==> config.mk <==
export PLATFORM = sky130hd
export DESIGN_NAME = mul_hilo_ctrl
export DESIGN_NICKNAME = d
export VERILOG_FILES = /design/src/rtl/mul_pkg.sv /design/src/rtl/mul_step_counter.sv /design/src/rtl/mul_hilo_ctrl.sv
export SDC_FILE = /design/constraint.sdc
export NUM_CORES = 1
export LEC_CHECK = 0
export BUFFER_PORTS_ARGS = -buffer_cell sky130_fd_sc_hd__buf_2
export CAP_MARGIN = 10
export CELL_PAD_IN_SITES_DETAIL_PLACEMENT = 1
export CELL_PAD_IN_SITES_GLOBAL_PLACEMENT = 1
export CORE_ASPECT_RATIO = 0.6
export CORE_MARGIN = 2
export CORE_UTILIZATION = 47
export DETAILED_ROUTE_END_ITERATION = 6
export PLACE_DENSITY = 0.92
export SYNTH_ARGS = -nofsm -noshare
export SYNTH_HDL_FRONTEND = slang
export SYNTH_SLANG_ARGS = --single-unit
==> constraint.sdc <==
create_clock -name clk -period 2.9 [get_ports clk]
set_input_delay 0.87 -clock clk [delete_from_list [all_inputs] [get_ports clk]]
set_output_delay 0.87 -clock clk [all_outputs]
set_load 0.01 [all_outputs]
==> src/rtl/mul_pkg.sv <==
// Shared constants, FSM state type and defaults for the multiply sequencer.
package mul_pkg;

    localparam int unsigned DEF_WIDTH  = 32;
    localparam int unsigned DEF_CYCLES = 32;

    // Multiply-group function codes; OUT also acts as the multiplier's "hold" step code.
    localparam logic [5:0] MULTU = 6'b011001;
    localparam logic [5:0] MFHI  = 6'b010000;
    localparam logic [5:0] MFLO  = 6'b010010;
    localparam logic [5:0] OUT   = 6'b111111;

    typedef enum logic [1:0] {
        IDLE,
        LOAD,
        RUN,
        CAPTURE
    } state_t;

    // Counter width for a 0..cycles-1 step count, never narrower than one bit.
    function automatic int unsigned cnt_width(input int unsigned cycles);
        return (cycles > 1) ? $clog2(cycles) : 1;
    endfunction

endpackage

==> src/rtl/mul_step_counter.sv <==
// Step counter for the RUN state: clears on LOAD, counts while enabled,
// flags the last step so the FSM can leave RUN.
module mul_step_counter
    import mul_pkg::*;
#(
    parameter int unsigned CYCLES = DEF_CYCLES
) (
    input  logic clk_i,
    input  logic rst_ni,
    input  logic clr_i,
    input  logic en_i,
    output logic tc_o
);

    localparam int unsigned CW = cnt_width(CYCLES);

    logic [CW-1:0] count_q, count_d;

    assign tc_o = (count_q == CW'(CYCLES - 1));

    // Next count: clear on request or when wrapping past the last step.
    always_comb begin
        count_d = count_q;
        if (clr_i || (en_i && tc_o)) begin
            count_d = '0;
        end else if (en_i) begin
            count_d = count_q + CW'(1);
        end
    end

    // Count register.
    always_ff @(posedge clk_i or negedge rst_ni) begin
        if (!rst_ni) begin
            count_q <= '0;
        end else begin
            count_q <= count_d;
        end
    end

endmodule

==> src/rtl/mul_hilo_ctrl.sv <==
// Sequencer and HI/LO result holder for the iterative unsigned multiplier.
module mul_hilo_ctrl
    import mul_pkg::*;
#(
    parameter int unsigned WIDTH  = DEF_WIDTH,
    parameter int unsigned CYCLES = DEF_CYCLES
) (
    input  logic               clk,
    input  logic               reset,
    input  logic               start,
    input  logic [5:0]         Signal,
    input  logic [2*WIDTH-1:0] mulProduct,
    output logic               mulLoad,
    output logic [5:0]         mulSignal,
    output logic               busy,
    output logic               done,
    output logic [WIDTH-1:0]   dataOut
);

    state_t           state_q, state_d;
    logic [WIDTH-1:0] hi_q, hi_d;
    logic [WIDTH-1:0] lo_q, lo_d;
    logic [WIDTH-1:0] dout_q, dout_d;
    logic             mul_load_q, mul_load_d;
    logic [5:0]       mul_sig_q, mul_sig_d;
    logic             busy_q, busy_d;
    logic             done_q, done_d;
    logic             cnt_clr, cnt_en, cnt_tc;

    mul_step_counter #(
        .CYCLES(CYCLES)
    ) u_step_cnt (
        .clk_i (clk),
        .rst_ni(reset),
        .clr_i (cnt_clr),
        .en_i  (cnt_en),
        .tc_o  (cnt_tc)
    );

    // Next-state, HI/LO/read-data updates and output decode.
    // Outputs are decoded from the next state and registered, so they line
    // up with the state they describe and never glitch.
    always_comb begin
        state_d = state_q;
        hi_d    = hi_q;
        lo_d    = lo_q;
        dout_d  = dout_q;
        cnt_clr = 1'b0;
        cnt_en  = 1'b0;

        case (state_q)
            IDLE: begin
                if (start) begin
                    case (Signal)
                        MULTU:   state_d = LOAD;
                        MFHI:    dout_d  = hi_q;
                        MFLO:    dout_d  = lo_q;
                        default: ;
                    endcase
                end
            end
            LOAD: begin
                cnt_clr = 1'b1;
                state_d = RUN;
            end
            RUN: begin
                cnt_en = 1'b1;
                if (cnt_tc) begin
                    state_d = CAPTURE;
                end
            end
            CAPTURE: begin
                hi_d    = mulProduct[2*WIDTH-1:WIDTH];
                lo_d    = mulProduct[WIDTH-1:0];
                state_d = IDLE;
            end
            default: state_d = IDLE;
        endcase

        mul_load_d = (state_d == LOAD);
        mul_sig_d  = (state_d == RUN) ? MULTU : OUT;
        busy_d     = (state_d != IDLE);
        done_d     = (state_d == CAPTURE);
    end

    // FSM state and registered control outputs.
    always_ff @(posedge clk or negedge reset) begin
        if (!reset) begin
            state_q    <= IDLE;
            mul_load_q <= 1'b0;
            mul_sig_q  <= OUT;
            busy_q     <= 1'b0;
            done_q     <= 1'b0;
        end else begin
            state_q    <= state_d;
            mul_load_q <= mul_load_d;
            mul_sig_q  <= mul_sig_d;
            busy_q     <= busy_d;
            done_q     <= done_d;
        end
    end

    // HI/LO result registers and the read-data register.
    always_ff @(posedge clk or negedge reset) begin
        if (!reset) begin
            hi_q   <= '0;
            lo_q   <= '0;
            dout_q <= '0;
        end else begin
            hi_q   <= hi_d;
            lo_q   <= lo_d;
            dout_q <= dout_d;
        end
    end

    assign mulLoad   = mul_load_q;
    assign mulSignal = mul_sig_q;
    assign busy      = busy_q;
    assign done      = done_q;
    assign dataOut   = dout_q;

endmodule

==> out/summary.txt <==
slowest cell on the critical path - or4b_4
WL per Instance - 18.94 µm
Routed Antenna Nets - 0
commonest cells in the netlist - dfrtp_1 (106), mux2_2 (98), mux2_4 (30)
Mapped Area - 0.004672 mm²
Fin Clk Skew - 0.005986 ns
relative slew slack - 0.4164
vias per inst - 5.046
Cell Count, Final, Fillers Out - 540
Chip Height - 81.23 µm
gr usage total - 0.2040
Detailed Place HPWL - 7.154 mm
CP required - 3.12 ns
CTS root buffer - clkbuf_16
Max Cap Viol - 0
Hold Vio Cnt, Final - 0
Initial DRT Pass Iterations - 4
Yosys top cell area share - 0.5678
CORE AREA - 0.009774 mm²
Hold WS - 0.5045 ns
min cycle time layout - 2.224 ns
crit-path max cell delay - 0.85 ns
I/O pin cnt - 114
Crit Path Max Fanout - 32
Flop pwr share - 0.463
initial core utilization - 0.4780
reg-to-reg slack, setup - 0.84 ns
Port Buffers - 110
RSZ-0062 raised after global routing - false
post-route setup TNS - 0 ns
Post-CTS Setup Inserts - 0
Pint - 3.649 mW
Crit Path Class - primary input to flip-flop
Final period util - 0.7668
arrival time worst endpoint - 2.45 ns
worst slew pin tran - 0.8753 ns
clk buf depth - 2
ratio of cells with drive above 1 in the final layout - 0.6386
RePlAce Congestion - 0.7093
Post-synth top flop - dfrtp_1
grt ovf - 0
Row Count - 28
Die ar. - 0.01078 mm²
Final nets - 479
DRT Wirelength - 10.23 mm
crit-path cells - buf_2, nand4bb_1, or4b_4, mux2_4
Clock transition at path regs - 0.07 ns
initial antenna violation count - 1
share of flip-flops with an asynchronous set or reset - 1.000
hold_buf cts - 0
CP endpoint kind - flip-flop
clock network power share - 0.216
largest net degree at the start of global routing - 67
cts bufs inserted - 9
routed via count - 2725
H-tree Lvls - 3
register area share after synthesis - 0.5734
P per Cell Area - 932.9 mW/mm²
CTS tree - done
Layout area overhead - 19.12%
Slew Limit Fails - 0
library cells used by synthesis - 28
worst path bufs/invs - 1
cell taking the most area after synthesis - dfrtp_1
switch share - 0.2971
die width - 132.7 µm
yosys warns - 0
first-pass GRT wire length - 16.44 mm
DRC Markers - 0
Peak supply drop - 0.4358 mV
Final setup viols - 0
Worst setup SP type - primary input
Post-Syn Area per Cell - 15.84 µm²
Combinational Power Share - 0.321
vias in the first global route - 3071
Inst Count DP - 523
Clock Sinks - 107
type of the tightest min-delay check - flip-flop to flip-flop
net switching power of the design - 1.543 mW
Tot Pwr - 5.192 mW
Post-synth EDFFs - 0
top post-synthesis cells by area - dfrtp_1 (57%), mux2_2 (24%), mux2_4 (9.6%)
CP delay by family, top - simple AND/OR/NAND/NOR gates
LEAKAGE - 2.748 nW
DR iter-0 viols - 96
Max Clk Rate - 449.7 MHz
clk_lat worst skew - 0.34 ns
Cells after Synth - 295
count leader, synth - dfrtp_1
#FFs+latches synth - 107
outcome - finished clean
CTS-repair resized insts - 0
## placed cells by master (no fill, tap or decap), drive strengths merged
master | netlist | routed
dfrtp | 106 | 106
dfstp | 1 | 1
diode | 0 | 1
nand4bb | 1 | 1
mux2i | 1 | 1
ha | 7 | 7
a21o | 1 | 1
mux2 | 128 | 128
o21ai | 5 | 5
nand3 | 2 | 2
inv | 4 | 4
clkinv | 0 | 2
or4b | 1 | 1
nor3 | 1 | 1
o2bb2ai | 2 | 2
clkbuf | 12 | 11
o21bai | 1 | 1
conb | 1 | 3
nand2 | 2 | 2
buf | 9 | 112
a21oi | 1 | 1
nor3b | 1 | 1
nor2 | 2 | 2
clkinvlp | 0 | 3
o21a | 1 | 1
o311a | 1 | 1
and3 | 2 | 2
nand2b | 2 | 2
## worst paths after layout
kind / startpoint / to / depth (start not counted)
min in group asynchronous: reset / dataOut[9] / 1
min: lo_q[25] / lo_q[25] / 1
min reg2reg: lo_q[25] / lo_q[25] / 1
max in group asynchronous: reset / mulSignal[2] / 2
max reg2reg: state_q[0] / dataOut[9] / 4
max: Signal[2] / dataOut[9] / 4
## worst reg2reg max path, delay by kind of cell (launching register included)
family        cells  cell delay, ns
simple gates      1            0.78
mux               1            0.43
flops             1            0.42
fa+ha+maj         1            0.17
buf+inv           1            0.15
## stage by stage
stage / util / instance area (µm²) / setup slack, ns
2_1_floorplan: - / 4679 / 0.6276
3_3_place_gp: 0.5412 / 5290 / 0.3627
3_5_place_dp: 0.5412 / 5290 / 0.3144
4_1_cts: 0.5691 / 5563 / 0.6821
5_1_grt: 0.5691 / 5563 / 0.6498
6_report: 0.5694 / 5565 / 0.6762
## routing by layer
layer | part of all wire | wire length (µm) | global-route usage
met2 | 0.48 | 4882 | 0.3363
met4 | 0.0045 | 46 | 0.04409
met1 | 0.46 | 4719 | 0.2672
met5 | 0 | 0 | 0
met3 | 0.057 | 578 | 0.06742
## logic make-up (layout without fill, tap and decap cells)
logic type | after synthesis | in the layout | share of synthesized area
buffers and inverters | 25 | 132 | 0.03615
adders and majority gates | 7 | 7 | 0.01875
other | 1 | 4 | 0.0008027
muxes | 129 | 129 | 0.3348
and+or+nand+nor | 14 | 14 | 0.01875
AOI/OAI and AO/OA | 12 | 12 | 0.01741
DFF | 107 | 107 | 0.5734
## area by class of cell
| class | instances | area [µm²] |
|---|---|---|
| flip-flops and latches | 107 | 2679 |
| clock inverters | 5 | 40.04 |
| clock buffers | 11 | 232.7 |
| well taps | 135 | 168.9 |
| multi-input cells | 165 | 1834 |
| inverters | 4 | 15.01 |
| fillers | 956 | 4209 |
| repair buffers | 112 | 593.1 |
| diodes | 1 | 2.502 |
## sequential cells by signal, summed over array words and instances, names as in the netlist
signal              flops
u_step_cnt.count_q      5
state_q                 2
lo_q                   32
dataOut                32
mulLoad                 1
busy                    1
done                    1
mulSignal               1
hi_q                   32
## power by group through the flow
stage / clock, mW / sequential (mW) / combinational (mW)
2_1_floorplan: 0 / 2.33 / 1.26
6_report: 1.12 / 2.40 / 1.67
3_3_place_gp: 0 / 2.36 / 1.57
4_1_cts: 1.15 / 2.41 / 1.70
5_1_grt: 1.22 / 2.49 / 1.84
3_5_place_dp: 0 / 2.43 / 1.69
Power figures use the tool's default switching activity.
